File: src/rtl/hk_sram_ro_reader.sv
// hk_sram_ro_reader: reads a burst of 32-bit words from the management SRAM
// read-only port and returns them as an MSB-first byte stream.
//
// Byte stream handshake: a byte moves when byte_valid && byte_ready are both
// high at a rising core_clk edge. byte_data/byte_last are held while
// byte_valid=1 and byte_ready=0. The request side uses the same rule with
// req_valid/req_ready, and req_ready is high only in IDLE.
module hk_sram_ro_reader #(
    parameter int ADDR_WIDTH = 8,
    parameter int CNT_WIDTH  = 9
) (
    input  logic                  core_clk,
    input  logic                  core_rstn,
    input  logic                  req_valid,
    output logic                  req_ready,
    input  logic [ADDR_WIDTH-1:0] req_addr,
    input  logic [CNT_WIDTH-1:0]  req_count,
    input  logic                  abort,
    output logic                  sram_ro_clk,
    output logic                  sram_ro_csb,
    output logic [ADDR_WIDTH-1:0] sram_ro_addr,
    input  logic [31:0]           sram_ro_data,
    output logic                  byte_valid,
    output logic [7:0]            byte_data,
    output logic                  byte_last,
    input  logic                  byte_ready,
    output logic                  busy,
    output logic                  done,
    output logic [2:0]            state_dbg
);

    typedef enum logic [2:0] {
        IDLE   = 3'd0,
        SETUP  = 3'd1,
        CLK_HI = 3'd2,
        CLK_LO = 3'd3,
        SHIFT  = 3'd4,
        FIN    = 3'd5
    } state_e;

    state_e                state_q, state_d;
    logic                  clk_q, clk_d;
    logic                  csb_q, csb_d;
    logic [ADDR_WIDTH-1:0] addr_q, addr_d;
    logic [CNT_WIDTH-1:0]  rem_q, rem_d;
    logic [31:0]           word_q, word_d;
    logic [1:0]            idx_q, idx_d;

    logic accept;
    logic byte_hs;
    logic word_done;
    logic on_last_word;

    assign accept       = (state_q == IDLE) && req_valid;
    assign byte_hs      = (state_q == SHIFT) && byte_ready;
    assign word_done    = byte_hs && (idx_q == 2'd3);
    assign on_last_word = (rem_q == CNT_WIDTH'(1));

    // State and datapath registers; strobe/select outputs come straight from flops
    always_ff @(posedge core_clk or negedge core_rstn) begin
        if (!core_rstn) begin
            state_q <= IDLE;
            clk_q   <= 1'b0;
            csb_q   <= 1'b1;
            addr_q  <= '0;
            rem_q   <= '0;
            word_q  <= '0;
            idx_q   <= '0;
        end else begin
            state_q <= state_d;
            clk_q   <= clk_d;
            csb_q   <= csb_d;
            addr_q  <= addr_d;
            rem_q   <= rem_d;
            word_q  <= word_d;
            idx_q   <= idx_d;
        end
    end

    // Next-state logic; abort overrides everything except in IDLE
    always_comb begin
        state_d = state_q;
        unique case (state_q)
            IDLE:    if (accept) state_d = (req_count == '0) ? FIN : SETUP;
            SETUP:   state_d = CLK_HI;
            CLK_HI:  state_d = CLK_LO;
            CLK_LO:  state_d = SHIFT;
            SHIFT:   if (word_done) state_d = on_last_word ? FIN : SETUP;
            FIN:     state_d = IDLE;
            default: state_d = IDLE;
        endcase
        if (abort && (state_q != IDLE)) begin
            state_d = IDLE;
        end
    end

    // Next values for the registered SRAM strobes and the burst datapath
    always_comb begin
        clk_d  = (state_d == CLK_HI);
        csb_d  = !((state_d == SETUP) || (state_d == CLK_HI));
        addr_d = addr_q;
        rem_d  = rem_q;
        word_d = word_q;
        idx_d  = idx_q;
        if (accept) begin
            addr_d = req_addr;
            rem_d  = req_count;
        end
        if (!abort) begin
            // SRAM output is valid during CLK_LO; capture it on the way into SHIFT
            if (state_q == CLK_LO) begin
                word_d = sram_ro_data;
                idx_d  = 2'd0;
            end
            if (byte_hs) begin
                idx_d = idx_q + 2'd1;
                if (idx_q == 2'd3) begin
                    rem_d  = rem_q - CNT_WIDTH'(1);
                    addr_d = addr_q + ADDR_WIDTH'(1);
                end
            end
        end
    end

    // Byte-stream outputs decoded from the current state and byte index
    always_comb begin
        byte_data = 8'h00;
        if (state_q == SHIFT) begin
            unique case (idx_q)
                2'd0:    byte_data = word_q[31:24];
                2'd1:    byte_data = word_q[23:16];
                2'd2:    byte_data = word_q[15:8];
                default: byte_data = word_q[7:0];
            endcase
        end
    end

    assign byte_valid   = (state_q == SHIFT);
    assign byte_last    = (state_q == SHIFT) && (idx_q == 2'd3) && on_last_word;
    assign req_ready    = (state_q == IDLE);
    assign busy         = (state_q != IDLE);
    assign done         = (state_q == FIN);
    assign sram_ro_clk  = clk_q;
    assign sram_ro_csb  = csb_q;
    assign sram_ro_addr = addr_q;
    assign state_dbg    = state_q;

endmodule

File: config.mk
export PLATFORM = sky130hd
export DESIGN_NAME = hk_sram_ro_reader
export DESIGN_NICKNAME = d
export VERILOG_FILES = /design/src/rtl/hk_sram_ro_reader.sv
export SDC_FILE = /design/constraint.sdc
export NUM_CORES = 1
export LEC_CHECK = 0
export ABC_CLOCK_PERIOD_IN_PS = 5570
export BUFFER_PORTS_ARGS = -buffer_cell sky130_fd_sc_hd__buf_2
export CORE_MARGIN = 10
export CORE_UTILIZATION = 45
export CTS_BUF_LIST = sky130_fd_sc_hd__clkbuf_8
export DETAILED_ROUTE_END_ITERATION = 6
export GPL_TIMING_DRIVEN = 0
export PLACE_DENSITY_LB_ADDON = 0.25
export RECOVER_POWER = 50
export SLEW_MARGIN = 5
export SYNTH_ARGS = -nofsm -noshare
export SYNTH_HDL_FRONTEND = slang
export SYNTH_SLANG_ARGS = --single-unit
File: constraint.sdc
create_clock -name core_clk -period 5.57 [get_ports core_clk]
set_input_delay 0.557 -clock core_clk [delete_from_list [all_inputs] [get_ports core_clk]]
set_output_delay 0.557 -clock core_clk [all_outputs]
set_load 0.05 [all_outputs]
* After elaboration in Yosys (flattened, before gate mapping)
Cells that the tools add are included.
** Cells by class
- Add/sub/neg operators :: 3
- Eq/ne operators :: 11
- Multiplexer cells :: 18
- Bitwise logic cells :: 1
- Reduce and logical (&&, ||, !) cells :: 15
** Operator list (count)
- $mux 8 :: 5
- $mux 9 :: 4
- $pmux 8 s3 :: 1
- $mux 3 :: 5
- $pmux 3 s5 :: 1
- $eq 3x2->1 const B :: 3
- $eq 9x1->1 const B :: 1
- $logic_not 9->1 :: 1
- $sub 9x1->9 const B :: 1
- $add 8x1->8 const B :: 1
- $eq 3x1->1 const B :: 2
- $eq 3x3->1 const B :: 2
- $logic_and 1x1->1 :: 6
- $eq 2x2->1 const B :: 2
- $mux 2 :: 2
- $reduce_and 2->1 :: 2
- $logic_not 3->1 :: 1
- $reduce_bool 3->1 :: 1
- $add 2x1->2 const B :: 1
- $eq 2x1->1 const B :: 1
- $logic_not 2->1 :: 1
- $reduce_bool 2->1 :: 1
- $logic_not 1->1 :: 1
- $logic_or 1x1->1 :: 1
- $not 1->1 :: 1
** Storage, ports and cells
- Flip-flop bits (word level) :: 56
- Input bits :: 54
- Output and inout bits :: 26
- Logic and storage cells :: 55

* Longest topological paths before layout
- Depth in word-level cells :: 9
- Gate-level depth with buffers :: 7
- Depth with buffers taken out :: 6

* Worst setup path after synthesis
OpenSTA, ideal clock, no wires.
- Path kind :: register -> output
- From :: register state_q[2], in the netlist state_dbg[2]
- To :: output byte_data[0]
- Arrival time :: 2022 ps
- Required time :: 5013 ps
- Slack :: 2991 ps
- Cell stages (with the launch flop) :: 4
- Path buffers :: 1
- Cells stage by stage :: dfrtp_1 or3b_1 clkbuf_1 nor2_1
** Between the ends
- Word-level cells in the longest chain between the ends :: 2
** RTL lines
- from (decl) :: line 41 : state_e state_q, state_d;
- from (signal assigned) :: line 70 : state_q <= state_d;
- $eq 3x3->1 :: line 128 : if (state_q == SHIFT) begin
- $mux 8 :: line 128
- to (decl) :: line 24 : output logic [7:0] byte_data,
No other way between the ends.

==> out/qor.txt <==
======================================================================================
RSZ-0062 raised after global routing ....................................           no
Initial antenna violation count .........................................            0
Max-cap viol count ......................................................            1
Hold endpoint ...........................................................   word_q[16]
Startpoint of the tightest hold check path .............................. sram_ro_data[16]
Sum of negative setup slack .............................................         0 ps
Initial drt markers .....................................................          127
FF-to-FF End ............................................................    word_q[0]
Met2 track utilization from global routing ..............................       24.88%
Cell depth of the worst flop-to-flop path ...............................            5
Crit share post-route ...................................................       52.60%
Number of max-slew violations in the final report .......................           57
Sinks on Clock Net ......................................................           56
Number of input and output port buffers inserted ........................           79
Worst reg2reg startpoint ................................................ state_dbg[2]
Fraction of registers with async set/reset ..............................       100.0%
Final-layout worst hold slack ...........................................     463.1 ps
Kind of start point of the critical path ................................   input port
Top cell type's share of synthesized area ...............................       47.35%
Num ports ...............................................................           80
Result of the run ....................................................... finished, violations left
Total of flip-flops plus latches after synthesis ........................           56
Number of distinct library cells after synthesis ........................           47
Top_reg_cell synth ...................................................... sky130_fd_sc_hd__dfrtp_1
Failing checks .......................................................... capacitance limit, slew limit
Gpl congestion ..........................................................       0.8250
Power per Cell Area ..................................................... 549.0 mW/mm²
Post-layout net count ...................................................          418
Arrival time reported for the critical path endpoint ....................      2690 ps
Delay contributed by the slowest stage of the critical path .............      2100 ps
Clock Skew ..............................................................     13.24 ps
Met1 track demand over resource .........................................       17.80%
Die H ...................................................................     100.4 µm
Multi-input gate area ................................................... 0.001391 mm²
Gate Count Post-Synth ...................................................          270
Routed vias .............................................................         2392
Cell type contributing the most total cell area after synthesis ......... sky130_fd_sc_hd__dfrtp_1
Number of cells on the worst hold path ..................................            2
Cell types with the highest counts after synthesis ...................... sky130_fd_sc_hd__dfrtp_1, sky130_fd_sc_hd__mux2_2, sky130_fd_sc_hd__nor2_1, sky130_fd_sc_hd__a21oi_1, sky130_fd_sc_hd__clkbuf_1
Post-route DRC violation count ..........................................            0
GRT Residual Overflow ...................................................            0
P_leak ..................................................................     1.582 nW
First-pass DRT Iterations ...............................................            5
Via count of the first global-routing pass ..............................         2589
Slew HR .................................................................      -101.5%
Maximum number of pins on one net before global-route repair ............           57
Full die area ...........................................................  0.01007 mm²
Area taken by flip-flops and latches .................................... 0.001403 mm²
Number of buffers inserted by post-CTS setup repair .....................            0
Worst Setup End Kind ....................................................    async pin
Post-CTS Hold Buffers ...................................................            0
Synthesis-to-finish area growth .........................................       19.67%
Htree depth .............................................................            2
Num CTS Buffers .........................................................            5
Max Fclk ................................................................   0.3413 GHz
Share of cells above drive strength 1 ...................................       36.13%
Synthesized area ........................................................ 0.002907 mm²
Width of the die ........................................................     100.4 µm
Wirelength per Cell .....................................................     17.08 µm
Slew at the pin closest to its max-slew limit ...........................      3022 ps
TritonCTS clock tree ....................................................        built
Most used routing layer .................................................         met2
Total core area ......................................................... 0.006314 mm²
Family with the most delay on the worst path ............................ buffers and inverters
Count of endpoints failing hold in the final timing report ..............            0
Number of setup violations in the final report ..........................            0
Mean instance size in the synthesized netlist ...........................    10.76 µm²
Class of the most critical setup path ...................................     in2async
Area contributors post-synth ............................................ sky130_fd_sc_hd__dfrtp_1, sky130_fd_sc_hd__mux2_2, sky130_fd_sc_hd__nor2_1
Worst-skew pair later-pin latency .......................................       310 ps
Bufs and invs on worst path .............................................            1
Critical Path Slowest Stage Cell ........................................ sky130_fd_sc_hd__clkbuf_1
Met3 track utilization from global routing ..............................       5.014%
Total nets after synthesis ..............................................          332
Time the worst path needs with I/O delays and setup .....................      2930 ps
Final routed wirelength across all metal layers .........................     7.412 mm
CP cell instances .......................................................     clkbuf_1
Root cell of the clock tree ............................................. sky130_fd_sc_hd__clkbuf_8
Diodes inserted .........................................................            0
Wire length of the first global-routing pass ............................     12.50 mm
Number of synthesized flops with an enable pin ..........................            0
Maximum count of clock buffers along a single path ......................            2
Required arrival time at the worst endpoint .............................      5330 ps
Vias per cell ...........................................................        5.512
Peak fanout along the critical path .....................................           56
Remaining number of nets flagged by the antenna check after routing .....            0
Half-perimeter wire length after detailed placement .....................     5.650 mm
Clock slew at the register clock pins of the worst setup and hold paths .       110 ps
Most frequent cell after synthesis ...................................... sky130_fd_sc_hd__dfrtp_1
Class of the tightest hold or removal check .............................       in2reg
IR Drop Worst-Case VDD ..................................................    0.3892 mV
Seq/Total Area, Yosys ...................................................       48.26%
Total number of placement rows ..........................................           29
FILL cells ..............................................................          582
R2r setup slk ...........................................................      3480 ps
Yosys synthesis warning count ...........................................            0
Starting Density ........................................................       46.04%
Resized cells post-CTS ..................................................            0
Global-route usage over all layers ......................................       14.82%
======================================================================================
-- placed cells by master, fill, tap and decap left out, types with 2 or more instances in the layout --
cell type,count
sky130_fd_sc_hd__ha_1,8
sky130_fd_sc_hd__clkbuf_1,25
sky130_fd_sc_hd__and3b_1,2
sky130_fd_sc_hd__nor4_1,4
sky130_fd_sc_hd__nand2_1,10
sky130_fd_sc_hd__a222oi_1,8
sky130_fd_sc_hd__a211oi_1,4
sky130_fd_sc_hd__inv_1,9
sky130_fd_sc_hd__a22o_1,3
sky130_fd_sc_hd__o211ai_1,3
sky130_fd_sc_hd__nand4_1,3
sky130_fd_sc_hd__mux2_2,33
sky130_fd_sc_hd__clkbuf_8,5
sky130_fd_sc_hd__a311oi_1,2
sky130_fd_sc_hd__or4_4,2
sky130_fd_sc_hd__o221a_2,6
sky130_fd_sc_hd__mux2i_1,2
sky130_fd_sc_hd__o21ai_0,4
sky130_fd_sc_hd__a21oi_1,20
sky130_fd_sc_hd__o22ai_1,2
sky130_fd_sc_hd__o32ai_1,3
sky130_fd_sc_hd__buf_2,72
sky130_fd_sc_hd__nand3_1,7
sky130_fd_sc_hd__o21a_1,4
sky130_fd_sc_hd__dfrtp_1,55
sky130_fd_sc_hd__or2_2,2
sky130_fd_sc_hd__nor2_1,33
sky130_fd_sc_hd__nor3_1,3
-- worst max path at each step --
stage / cells after the start / endpoint / slack [ps] / startpoint
detailed placement: 8 / byte_data[2] / 3110 / idx_q[0]
global placement: 8 / byte_data[2] / 3130 / idx_q[0]
global route: 1 / state_dbg[1] / 2090 / core_rstn
finish: 1 / state_dbg[1] / 2640 / core_rstn
CTS: 8 / byte_data[2] / 2760 / idx_q[0]
floorplan: 3 / byte_data[0] / 2990 / state_dbg[2]
-- state kept, by name, summed over array words and instances, names as in the netlist --
| register | cells |
|---|---|
| state_dbg | 3 |
| rem_q | 9 |
| idx_q | 2 |
| sram_ro_addr | 8 |
| word_q | 32 |
| sram_ro_clk | 1 |
| sram_ro_csb | 1 |
-- logic make-up (layout without fill, tap and decap cells) --
kind of cell / Yosys count / in the layout / share of synthesized area (%)
xor gates and xnor gates: 1 / 1 / 0.3014
muxes: 35 / 35 / 13.47
adders and majority gates: 8 / 8 / 3.444
AOI/OAI and AO/OA: 65 / 65 / 16.83
and+or+nand+nor: 77 / 77 / 13.82
DFF: 56 / 56 / 48.26
buffers and inverters: 28 / 115 / 3.874
-- layer usage --
layer  share of wire [%]  up-vias
met5                   0        -
met2                  48       88
li1                    -     1183
met4                 1.1        0
met3                 8.2        7
met1                  43     1114
-- where the power goes --
part | leakage [nW] | internal [mW] | switching, mW
sequential | 0.674 | 0.602 | 0.150
combinational | 0.862 | 0.342 | 0.581
clock | 0.0463 | 0.0927 | 0.142
-- through the flow --
stage | std cells | utilization (%) | cell area (µm²) | power, mW | setup WS (ps)
2_1_floorplan | 270 | - | 2907 | 1.452 | 2991
4_1_cts | 434 | 55.35 | 3495 | 1.937 | 2759
3_3_place_gp | 426 | 53.82 | 3398 | 1.677 | 3132
5_1_grt | 434 | 55.09 | 3478 | 2.059 | 2087
3_5_place_dp | 426 | 53.82 | 3398 | 1.702 | 3105
6_report | 434 | 55.09 | 3478 | 1.909 | 2640
-- layout make-up --
cell class                 instances  area share (%)
tap                               77           2.770
buffer                            18           2.158
sequential                        56           40.32
timing repair buffer              79           10.90
multi-input combinational        186           40.00
clock buffer                       5           1.978
inverter                          10           1.079
clock inverter                     3          0.7914
Note: power is estimated with default switching activity, not from simulation.
